<file path="config.mk">
export PLATFORM = sky130hd
export DESIGN_NAME = regfile_access_ctrl
export DESIGN_NICKNAME = d
export VERILOG_FILES = /design/src/rtl/regfile_access_ctrl.sv
export SDC_FILE = /design/constraint.sdc
export NUM_CORES = 1
export LEC_CHECK = 0
export BUFFER_PORTS_ARGS = -buffer_cell sky130_fd_sc_hd__buf_2
export CORE_AREA = 2 2 87 89
export CTS_CLUSTER_SIZE = 10
export DETAILED_ROUTE_END_ITERATION = 6
export DIE_AREA = 0 0 89 91
export HOLD_SLACK_MARGIN = 0.15
export PLACE_DENSITY_LB_ADDON = 0.15
export RECOVER_POWER = 25
export SKIP_CTS_REPAIR_TIMING = 1
export SLEW_MARGIN = 30
export SYNTH_ARGS = -nofsm -noshare
export SYNTH_HDL_FRONTEND = slang
export SYNTH_SLANG_ARGS = --single-unit
</file>
<file path="constraint.sdc">
create_clock -name clk -period 3.71 [get_ports clk]
set_clock_uncertainty 0.15 [all_clocks]
set_input_delay 0.742 -clock clk [delete_from_list [all_inputs] [get_ports clk]]
set_output_delay 0.742 -clock clk [all_outputs]
set_load 0.02 [all_outputs]
</file>
<file path="src/rtl/regfile_access_ctrl.sv">
// Initiator-side controller for an 8x16 register file: init sweep, then single-outstanding read-pair / write requests.
// Latency: write accepted -> rf_we next cycle (re-accept after 2 edges); read accepted -> rsp_valid after 2 edges.
// Backpressure: req_ready only in IDLE; a response is held in RESP until rsp_ready, stalling new requests.
module regfile_access_ctrl #(
    parameter int              DW       = 16,
    parameter int              AW       = 3,
    parameter int              NREG     = 8,
    parameter logic [DW-1:0]   INIT_VAL = 16'h0000
) (
    input  logic          clk,
    input  logic          rst,
    input  logic          req_valid,
    output logic          req_ready,
    input  logic          req_write,
    input  logic [AW-1:0] req_ra1,
    input  logic [AW-1:0] req_ra2,
    input  logic [AW-1:0] req_wa,
    input  logic [DW-1:0] req_wd,
    output logic          rsp_valid,
    input  logic          rsp_ready,
    output logic [DW-1:0] rsp_rd1,
    output logic [DW-1:0] rsp_rd2,
    output logic          busy,
    output logic          rf_we,
    output logic [AW-1:0] rf_a1,
    output logic [AW-1:0] rf_a2,
    output logic [AW-1:0] rf_a3,
    output logic [DW-1:0] rf_wd,
    input  logic [DW-1:0] rf_rd1,
    input  logic [DW-1:0] rf_rd2
);

    typedef enum logic [2:0] {
        S_INIT  = 3'd0,
        S_IDLE  = 3'd1,
        S_READ  = 3'd2,
        S_WRITE = 3'd3,
        S_RESP  = 3'd4
    } state_t;

    // Last sweep index; the counter is one bit wider than an address.
    localparam logic [AW:0] CNT_LAST = (AW+1)'(NREG - 1);

    state_t        state_q, state_d;
    logic [AW:0]   cnt_q,   cnt_d;
    logic [AW-1:0] ra1_q,   ra1_d;
    logic [AW-1:0] ra2_q,   ra2_d;
    logic [AW-1:0] wa_q,    wa_d;
    logic [DW-1:0] wd_q,    wd_d;
    logic [DW-1:0] rd1_q,   rd1_d;
    logic [DW-1:0] rd2_q,   rd2_d;

    // State and datapath registers; reset drops any request or response in flight.
    always_ff @(posedge clk) begin
        if (rst) begin
            state_q <= S_INIT;
            cnt_q   <= '0;
            ra1_q   <= '0;
            ra2_q   <= '0;
            wa_q    <= '0;
            wd_q    <= '0;
            rd1_q   <= '0;
            rd2_q   <= '0;
        end else begin
            state_q <= state_d;
            cnt_q   <= cnt_d;
            ra1_q   <= ra1_d;
            ra2_q   <= ra2_d;
            wa_q    <= wa_d;
            wd_q    <= wd_d;
            rd1_q   <= rd1_d;
            rd2_q   <= rd2_d;
        end
    end

    // Next-state logic: sweep, accept one request, run its single access cycle, hold any response.
    always_comb begin
        state_d = state_q;
        cnt_d   = cnt_q;
        ra1_d   = ra1_q;
        ra2_d   = ra2_q;
        wa_d    = wa_q;
        wd_d    = wd_q;
        rd1_d   = rd1_q;
        rd2_d   = rd2_q;
        case (state_q)
            S_INIT: begin
                cnt_d = cnt_q + 1'b1;
                if (cnt_q == CNT_LAST) begin
                    state_d = S_IDLE;
                end
            end
            S_IDLE: begin
                if (req_valid) begin
                    if (req_write) begin
                        wa_d    = req_wa;
                        wd_d    = req_wd;
                        state_d = S_WRITE;
                    end else begin
                        ra1_d   = req_ra1;
                        ra2_d   = req_ra2;
                        state_d = S_READ;
                    end
                end
            end
            S_READ: begin
                // Read addresses have been stable all cycle, so the combinational data is settled here.
                rd1_d   = rf_rd1;
                rd2_d   = rf_rd2;
                state_d = S_RESP;
            end
            S_WRITE: begin
                state_d = S_IDLE;
            end
            S_RESP: begin
                if (rsp_ready) begin
                    state_d = S_IDLE;
                end
            end
            default: begin
                state_d = S_INIT;
            end
        endcase
    end

    // Register-file drive: the sweep owns the write port during INIT, the captured request otherwise.
    assign rf_we     = (state_q == S_INIT) || (state_q == S_WRITE);
    assign rf_a3     = (state_q == S_INIT) ? cnt_q[AW-1:0] : wa_q;
    assign rf_wd     = (state_q == S_INIT) ? INIT_VAL : wd_q;
    assign rf_a1     = ra1_q;
    assign rf_a2     = ra2_q;

    assign rsp_rd1   = rd1_q;
    assign rsp_rd2   = rd2_q;
    assign req_ready = (state_q == S_IDLE);
    assign rsp_valid = (state_q == S_RESP);
    assign busy      = (state_q != S_IDLE);

endmodule

</file>
==> impl_metrics.toml, run 1 <==
[clock_network]
cts_tree = "done"
clock_latency_ns = 0.33
clkTransAtPathRegs_ns = 0.07
htreeDepth = 3
clk_path_buf_depth = 2
cts_inserted_buffers = 9
ctsRootBufferMaster = "clkbuf_8"
cts_num_sinks = 64

[die]
die_area_um2 = 8100
ios = 123
die_h_um = 91
rows = 31
floorplan.initialDensity_pct = 39.3
die_width_um = 89
core_area_um2 = 7140

[yosys]
synth.net_count = 348
synth_top_area_share_pct = 45.6
synth_common_cells = "dfxtp_1, mux2i_1, nand2b_1, nor2_1, and2_1"
synth.most_common_cell = "dfxtp_1"
async_flop_share_pct = 0
ys_ff_latch = 64
postSynthCellCount = 285
synthTopCellsByArea = "dfxtp_1, mux2i_1, nand2b_1"
synth_top_area_cell = "dfxtp_1"
ys.warnings.count = 0
seq_area_frac_synth_pct = 45.6
ys.flop_type = "dfxtp_1"
syn_avg_cell_area_um2 = 9.85
ys_types = 31
syn_area_um2 = 2810
synth_edf_count = 0

[pwr]
p_sw_w = 0.000345
p_clk_share_pct = 43.5
p_per_area_nw_per_um2 = 416
pwr-share-seq_pct = 47.4
switching_share_pct = 22.9
pwr-share-comb_pct = 9.1
intPower_w = 0.00116
max-vdd-ir-drop_v = 0.000212
p_leak_nw = 1.51
power_w = 0.00150

[final_layout]
multi_input_area_um2 = 1380
final_area_um2 = 3610
syn2layout_area_growth_pct = 28.7
regArea_um2 = 1280
nNetsFinal = 462
n_antenna_cell = 0
fill_cells = 731
utilization_pct = 50.6
drive_above_1_share_pct = 29.0

[global_routing]
grt_usage_pct = 14.7
gr-usage-met2_pct = 23.6
grtUsageMet1_pct = 17.4
antenna_found_initial = 0
grt_max_degree = 70
grt_use_met3_pct = 5.18
grt_pass1_wl_um = 9420
overflow = 0
top_usage_layer = "met2"
first_global_vias = 2043

[setup_path]
ff2ff_path_depth = 4
worstPathMaxFanout = 22
crit_type = "flip-flop to primary output"
critPathLaunchType = "flip-flop"
r2r_slack_ns = 1.72
endpoint_kind = "primary output"
r2r-end = "wd_q[7]"
reg2reg_from = "state_q[0]"
cp.required_ns = 2.82
arrival_ns = 1.65

[outcome]
outcome = "finished, final reports clean"

[min_path]
min_to = "rf_a2[0]"
hp-start = "rf_a2[0]"
min_path_cells = 2
hold_class = "flip-flop to flip-flop"

[route]
dr.pass1.iters = 4
first_iter_violations = 58
drc = 0
antenna_left = 0
finalWirelength_um = 5990
vias = 2255
vias_per_cell = 4.48
wl_per_cell_um = 11.9

[timing]
period_needed_ns = 2.54
period_share_pct = 68.5
max_freq_ghz = 0.393
slew_viol_final = 0
fin_ws_ns = 1.17
rsz0062_at_grt = "no"
hold_violations = 0
fin_setup_tns_ns = 0
setup_viol = 0
relSlewSlack_pct = 64.3
worst-slew-pin-transition_ns = 0.535

[place]
portBuffers = 122
place_congestion = 0.702
place_area_um2 = 3430
post-dp-hpwl_um = 4080
pre_cts_slack_ns = 1.46

[job]
drv_cap = 0
## cell families (layout without fill, tap and decap cells)
kind of cell	after synthesis	in the layout	synth area share (%)
adders and majority gates	1	1	0.446
and+or+nand+nor	128	128	25.6
buffers and inverters	24	143	5.12
xor gates and xnor gates	3	3	0.936
muxes	58	58	20.7
DFF	64	64	45.6
AOI/OAI and AO/OA	7	7	1.60
## registers in the layout, indices dropped and copies added, names as in the netlist
register	count
cnt_q	4
wa_q	3
state_q	3
rsp_rd1	16
wd_q	16
rf_a2	3
rsp_rd2	16
rf_a1	3
## stage by stage
| step | std cells | hold slack [ns] |
|---|---|---|
| 2_1_floorplan | 285 | 0.294 |
| 5_1_grt | 503 | 0.337 |
| 3_5_place_dp | 487 | 0.310 |
| 4_1_cts | 503 | 0.323 |
| 3_3_place_gp | 487 | 0.305 |
| 6_report | 503 | 0.320 |
## cells in the final DEF, fill, tap and decap left out, types with 2 or more instances in the layout
master     synthesis  final
buf_2              4     95
dfxtp_1           64     64
mux2i_1           58     58
nand2b_1          51     51
nor2_1            35     35
clkbuf_1          12     26
and2_1            16     16
nand2_1           11     11
clkbuf_8           0     10
buf_4              0      4
nor3b_1            3      3
clkinv_2           0      3
inv_1              2      2
xnor2_1            2      2
a21oi_1            2      2
and3b_1            2      2
o21ai_0            2      2
bufinv_16          0      2
## critical path, stage by stage (launching register included)
cell and delay (ns):
dfxtp_1 0.42, or3_4 0.55, and2_1 0.21, buf_2 0.15
## power by group through the flow
stage	sequential [W]	clock [W]	combinational, W
after floorplan	0.000728	0	0.0000842
after global placement	0.000727	0	0.000138
after detailed placement	0.000728	0	0.000142
after CTS	0.000712	0.000677	0.000142
after global routing	0.000714	0.000700	0.000155
final	0.000712	0.000654	0.000137
## worst max path at each step
stage | slack [ns] | cells after the start | to | start
CTS | 1.12 | 3 | rf_wd[8] | state_q[1]
finish | 1.17 | 3 | rf_wd[8] | state_q[1]
global placement | 1.51 | 3 | rsp_rd2[10] | rst
global route | 1.02 | 3 | busy | state_q[0]
floorplan | 1.60 | 4 | rf_wd[10] | state_q[1]
detailed placement | 1.46 | 3 | rsp_rd2[0] | rst
## layout make-up
type / count / area share, %
tap: 99 / 3.43
multi-input combinational: 197 / 38.1
timing repair buffer: 125 / 16.7
clock inverter: 6 / 2.29
clock buffer: 10 / 3.81
inverter: 2 / 0.208
sequential: 64 / 35.5
## per-layer routing
layer,vias up,share of wire (%)
met5,-,0
met4,0,1.8
met3,9,8.9
met2,83,44
met1,1010,46
li1,1153,-
Power figures use the tool's default switching activity.
==> run 2, diff against run 1 <==
--- a/config.mk
+++ b/config.mk
@@ -5,11 +5,12 @@
 export SDC_FILE = /design/constraint.sdc
 export NUM_CORES = 1
 export LEC_CHECK = 0
+export ABC_AREA = 1
 export BUFFER_PORTS_ARGS = -buffer_cell sky130_fd_sc_hd__buf_2
-export CORE_AREA = 2 2 87 89
+export CORE_AREA = 2 2 85 87
 export CTS_CLUSTER_SIZE = 10
 export DETAILED_ROUTE_END_ITERATION = 6
-export DIE_AREA = 0 0 89 91
+export DIE_AREA = 0 0 87 89
 export HOLD_SLACK_MARGIN = 0.15
 export PLACE_DENSITY_LB_ADDON = 0.15
 export RECOVER_POWER = 25
==> constraint.sdc (replaced) <==
create_clock -name clk -period 2.5 [get_ports clk]
set_clock_uncertainty 0.15 [all_clocks]
set_input_delay 0.5 -clock clk [delete_from_list [all_inputs] [get_ports clk]]
set_output_delay 0.5 -clock clk [all_outputs]
set_load 0.02 [all_outputs]
==> run 2 against run 1 <==
- hold slack lost 0.076 ns
- combinational power grew 10%
- power grew 35%
- sequential cell count is the same
- cell area shrank 5.7%
- non-clock buffer count shrank 1
- largest power group unchanged
- sequential power grew 46%
- synthesized area shrank 5.7%
- die area shrank 4.4%
==> impl_metrics.toml, run 2 <==
[pwr]
max-vdd-ir-drop_v = 0.000312
switching_share_pct = 22.6
pwr-share-seq_pct = 51.2
p_leak_nw = 1.62
p_sw_w = 0.000460
pwr-share-comb_pct = 7.4
p_clk_share_pct = 41.3
p_per_area_nw_per_um2 = 597
intPower_w = 0.00157

[yosys]
syn_area_um2 = 2650
async_flop_share_pct = 0
synthTopCellsByArea = "dfxtp_1, nor2_1, inv_1"
synth.net_count = 434
synth_top_area_share_pct = 48.4
synth_edf_count = 0
ys_types = 23
syn_avg_cell_area_um2 = 7.14
postSynthCellCount = 371
ys.flop_type = "dfxtp_1"
seq_area_frac_synth_pct = 48.4
synth_top_area_cell = "dfxtp_1"
ys.warnings.count = 0
synth.most_common_cell = "nor2_1"
synth_common_cells = "nor2_1, dfxtp_1, inv_1, nand2_1, a21oi_1"
ys_ff_latch = 64

[setup_path]
r2r_slack_ns = 0.76
crit_type = "flip-flop to primary output"
crit_chain = "nor2_2 > nand2_2 > or2_2 > o21a_1 > buf_2"
critPathLaunchType = "flip-flop"
reg2reg_from = "state_q[0]"
cp_top_family = "simple AND/OR/NAND/NOR gates"
cp.required_ns = 1.85
endpoint_kind = "primary output"
arrival_ns = 1.60
worstPathMaxFanout = 9
crit_buf_inv = 1
slowest_delay_ns = 0.38
ff2ff_path_depth = 5
slowest_stage = "dfxtp_1"
r2r-end = "wd_q[0]"

[timing]
period_share_pct = 90.0
rsz0062_at_grt = "no"
slew_viol_final = 0
fin_setup_tns_ns = 0
max_freq_ghz = 0.444
worst-slew-pin-transition_ns = 0.874
relSlewSlack_pct = 41.7
period_needed_ns = 2.25
hold_violations = 0
setup_viol = 0

[final_layout]
syn2layout_area_growth_pct = 28.7
final_cell_mix = "buf_2, nor2_1, dfxtp_1"
final_area_um2 = 3410
drive_above_1_share_pct = 24.5
layout_commonest_cell = "buf_2"
n_antenna_cell = 0
nNetsFinal = 549
fill_cells = 721

[min_path]
hold_class = "input pin to flip-flop"
hp-start = "req_wd[9]"
min_to = "wd_q[9]"
min_path_cells = 3

[outcome]
outcome = "finished, final reports clean"

[die]
die_width_um = 87
rows = 30
die_area_um2 = 7740
die_h_um = 89
core_area_um2 = 6720
floorplan.initialDensity_pct = 39.4
ios = 123

[global_routing]
first_global_vias = 2156
antenna_found_initial = 0
grt_usage_pct = 15.5
grt_max_degree = 64
grt_pass1_wl_um = 9440
overflow = 0

[place]
portBuffers = 122
place_area_um2 = 3270
post-dp-hpwl_um = 4230
place_congestion = 0.750

[route]
first_iter_violations = 81
antenna_left = 0
finalWirelength_um = 6020
vias = 2549
wl_per_cell_um = 10.6
vias_per_cell = 4.47
dr.pass1.iters = 4
drc = 0

[job]
drv_cap = 0

[clock_network]
cts_tree = "done"
ctsRootBufferMaster = "clkbuf_8"
clkTransAtPathRegs_ns = 0.07
htreeDepth = 3
cts_num_sinks = 64
cts_inserted_buffers = 9
clk_path_buf_depth = 2
clock_latency_ns = 0.32
run 2: worst max path at each step:
| stage | start | cells past startpoint | to |
|---|---|---|---|
| after detailed placement | state_q[1] | 6 | rf_a3[1] |
| after CTS | state_q[1] | 6 | rf_a3[1] |
| after global placement | state_q[1] | 6 | rf_a3[1] |
| final | state_q[1] | 5 | rf_a3[0] |
| after floorplan | state_q[1] | 5 | rf_a3[1] |
| after global routing | state_q[1] | 5 | rf_a3[0] |
run 2: worst register-to-register path, delay by kind of cell, from the launching register on:
kind | cells | cell delay, ns
and+or+nand+nor | 5 | 1.09
DFF | 1 | 0.40
run 2: area by class of cell:
type                    instances  area [um^2]  area share [%]
clock inverters                 4         45.0            1.32
repair buffers                124          591            17.3
clock buffers                  11          141            4.15
flip-flops and latches         64         1280            37.6
inverters                      64          243            7.12
well taps                      80          100            2.94
multi-input cells             223         1010            29.5
run 2: cell families (layout without fill, tap and decap cells):
| family | Yosys count | count (layout) | share of synthesized area [%] |
|---|---|---|---|
| adder cells (fa/ha/maj) | 1 | 1 | 0.473 |
| AO/OA/AOI/OAI | 74 | 74 | 14.1 |
| AND/OR/NAND/NOR | 148 | 148 | 23.5 |
| buffers and inverters | 84 | 203 | 13.5 |
| flip-flops | 64 | 64 | 48.4 |
run 2: routing by layer:
| layer | GRT usage, % | wire, um |
|---|---|---|
| met1 | 18.9 | 2740 |
| met2 | 24.5 | 2730 |
| met3 | 4.71 | 438 |
| met4 | 8.52 | 107 |
| met5 | 0 | 0 |
run 2: power by group through the flow:
stage	combinational (W)	sequential [W]	clock, W
3_3_place_gp	0.000154	0.00106	0
5_1_grt	0.000172	0.00104	0.000919
3_5_place_dp	0.000157	0.00107	0
2_1_floorplan	0.0000773	0.00107	0
4_1_cts	0.000158	0.00104	0.000878
6_report	0.000151	0.00104	0.000841
run 2: stage by stage:
step / worst slack (ns) / total power (W) / util (%) / hold slack, ns / std cells
after CTS: 0.125 / 0.00208 / 51.4 / 0.229 / 570
after global placement: 0.549 / 0.00122 / 48.6 / 0.277 / 555
after floorplan: 0.668 / 0.00115 / - / 0.283 / 371
after detailed placement: 0.488 / 0.00122 / 48.6 / 0.282 / 555
after global routing: 0.108 / 0.00214 / 50.7 / 0.239 / 570
final: 0.249 / 0.00203 / 50.7 / 0.244 / 570
==> run 3, diff against run 2 <==
--- a/config.mk
+++ b/config.mk
@@ -7,10 +7,11 @@
 export LEC_CHECK = 0
 export ABC_AREA = 1
 export BUFFER_PORTS_ARGS = -buffer_cell sky130_fd_sc_hd__buf_2
-export CORE_AREA = 2 2 85 87
+export CORE_AREA = 2 2 119 63
+export CTS_BUF_LIST = sky130_fd_sc_hd__clkbuf_4 sky130_fd_sc_hd__clkbuf_8
 export CTS_CLUSTER_SIZE = 10
 export DETAILED_ROUTE_END_ITERATION = 6
-export DIE_AREA = 0 0 87 89
+export DIE_AREA = 0 0 121 65
 export HOLD_SLACK_MARGIN = 0.15
 export PLACE_DENSITY_LB_ADDON = 0.15
 export RECOVER_POWER = 25
==> run 3 against run 2 <==
- sequential power barely moved
- power up 6.5%
- sequential share of layout area is 0.70 points lower
- critical endpoint unchanged
- register-to-register slack barely moved
- highest routed layer unchanged
- sequential cell count stayed put
- cell area up 1.9%
- critical path type unchanged
- fmax decreased by 1.6%
- routed wire length is 1.3% higher
- global-route usage is 0.97 points higher
- utilization shrank 0.85 points
- clock power rose by 15%
==> impl_metrics.toml, run 3 (same netlist as run 2, synthesis figures left out) <==
[place]
pre_cts_slack_ns = 0.499
dp_cells = 572
portBuffers = 122
place_congestion = 0.798
post-dp-hpwl_um = 4270
place_area_um2 = 3280

[route]
antenna_left = 0
wl_per_cell_um = 10.4
dr.pass1.iters = 4
first_iter_violations = 140
finalWirelength_um = 6090
vias_per_cell = 4.33
vias = 2546
drc = 0

[timing]
max_freq_ghz = 0.437
fin_setup_tns_ns = 0
worst-slew-pin-transition_ns = 0.560
setup_viol = 0
period_needed_ns = 2.29
slew_viol_final = 0
rsz0062_at_grt = "no"
period_share_pct = 91.5
fin_ws_ns = 0.212
relSlewSlack_pct = 62.7
hold_violations = 0

[die]
die_width_um = 121
die_h_um = 65
core_area_um2 = 6960
die_area_um2 = 7870
floorplan.initialDensity_pct = 38.0
rows = 22
ios = 123

[min_path]
hp-start = "req_wd[1]"
hold_class = "input pin to flip-flop"
min_to = "wd_q[1]"
min_path_cells = 3

[final_layout]
n_antenna_cell = 0
nNetsFinal = 550
layout_commonest_cell = "buf_2"
utilization_pct = 49.9
final_area_um2 = 3470
instances_no_fill = 588
syn2layout_area_growth_pct = 31.1
final_cell_mix = "buf_2, nor2_1, dfxtp_1"
drive_above_1_share_pct = 25.2

[setup_path]
slowest_stage = "dfxtp_1"
crit_chain = "nor2_2 > nand2_2 > or2_2 > o21a_1 > buf_2"
cp.required_ns = 1.85
reg2reg_from = "state_q[0]"
r2r-end = "wd_q[6]"
arrival_ns = 1.64
crit_type = "flip-flop to primary output"
ff2ff_path_depth = 6
endpoint_kind = "primary output"
slowest_delay_ns = 0.39
r2r_slack_ns = 0.76
critPathLaunchType = "flip-flop"
worstPathMaxFanout = 9

[clock_network]
clock_latency_ns = 0.34
cts_num_sinks = 64
htreeDepth = 3
clk_path_buf_depth = 2
clkTransAtPathRegs_ns = 0.07
cts_tree = "done"
cts_inserted_buffers = 9
ctsRootBufferMaster = "clkbuf_8"

[global_routing]
grt_pass1_wl_um = 10000
overflow = 0
grt_max_degree = 66
first_global_vias = 2210
grt_usage_pct = 16.4
antenna_found_initial = 0

[outcome]
outcome = "finished, final reports clean"

[pwr]
p_leak_nw = 1.64
p_per_area_nw_per_um2 = 624
max-vdd-ir-drop_v = 0.000237

[job]
drv_cap = 0
==> run 3: cell count changes in the layout (fill, tap and decap cells not counted), sizes merged <==
cell,delta
buf,+3
bufinv,+1
clkbuf,-3
clkinvlp,+1
==> run 3: worst max path at each step <==
stage / start / to / cells after the start
3_5_place_dp: state_q[1] / rf_a3[1] / 6
5_1_grt: state_q[1] / rf_a3[1] / 6
3_3_place_gp: state_q[1] / rf_a3[1] / 6
6_report: state_q[1] / rf_a3[0] / 5
2_1_floorplan: state_q[1] / rf_a3[1] / 5
4_1_cts: state_q[1] / rf_a3[1] / 6
==> run 3: through the flow <==
stage                     total power (W)  hold WS, ns
after global placement            0.00122        0.278
after detailed placement          0.00122        0.282
after global routing              0.00228        0.203
after CTS                         0.00221        0.203
final                             0.00217        0.225
after floorplan                   0.00115        0.283
==> run 3: layout make-up <==
| type | count | area, um^2 |
|---|---|---|
| repair buffers | 125 | 602 |
| well taps | 96 | 120 |
| clock buffers | 10 | 138 |
| inverters | 64 | 243 |
| fillers | 733 | 3490 |
| multi-input cells | 223 | 1010 |
| clock inverters | 6 | 82.6 |
| flip-flops and latches | 64 | 1280 |
==> run 3: layer usage <==
layer | global-route usage [%] | wire length, um | part of all wire [%]
met5 | 0 | 0 | 0
met4 | 5.67 | 70 | 1.1
met3 | 7.04 | 443 | 7.3
met2 | 24.6 | 2500 | 41
met1 | 21.2 | 3080 | 51
==> run 3: worst max-delay path: cells and delay by family, from the launching register on <==
family | cells | cell delay [ns]
simple gates | 3 | 0.66
compound gates | 1 | 0.10
flops | 1 | 0.39
buf+inv | 1 | 0.15
==> run 3: power breakdown <==
part           internal, W  total [W]  switching (W)
Clock             0.000582   0.000970       0.000387
Sequential         0.00103    0.00104     0.00000993
Combinational    0.0000659   0.000154      0.0000882
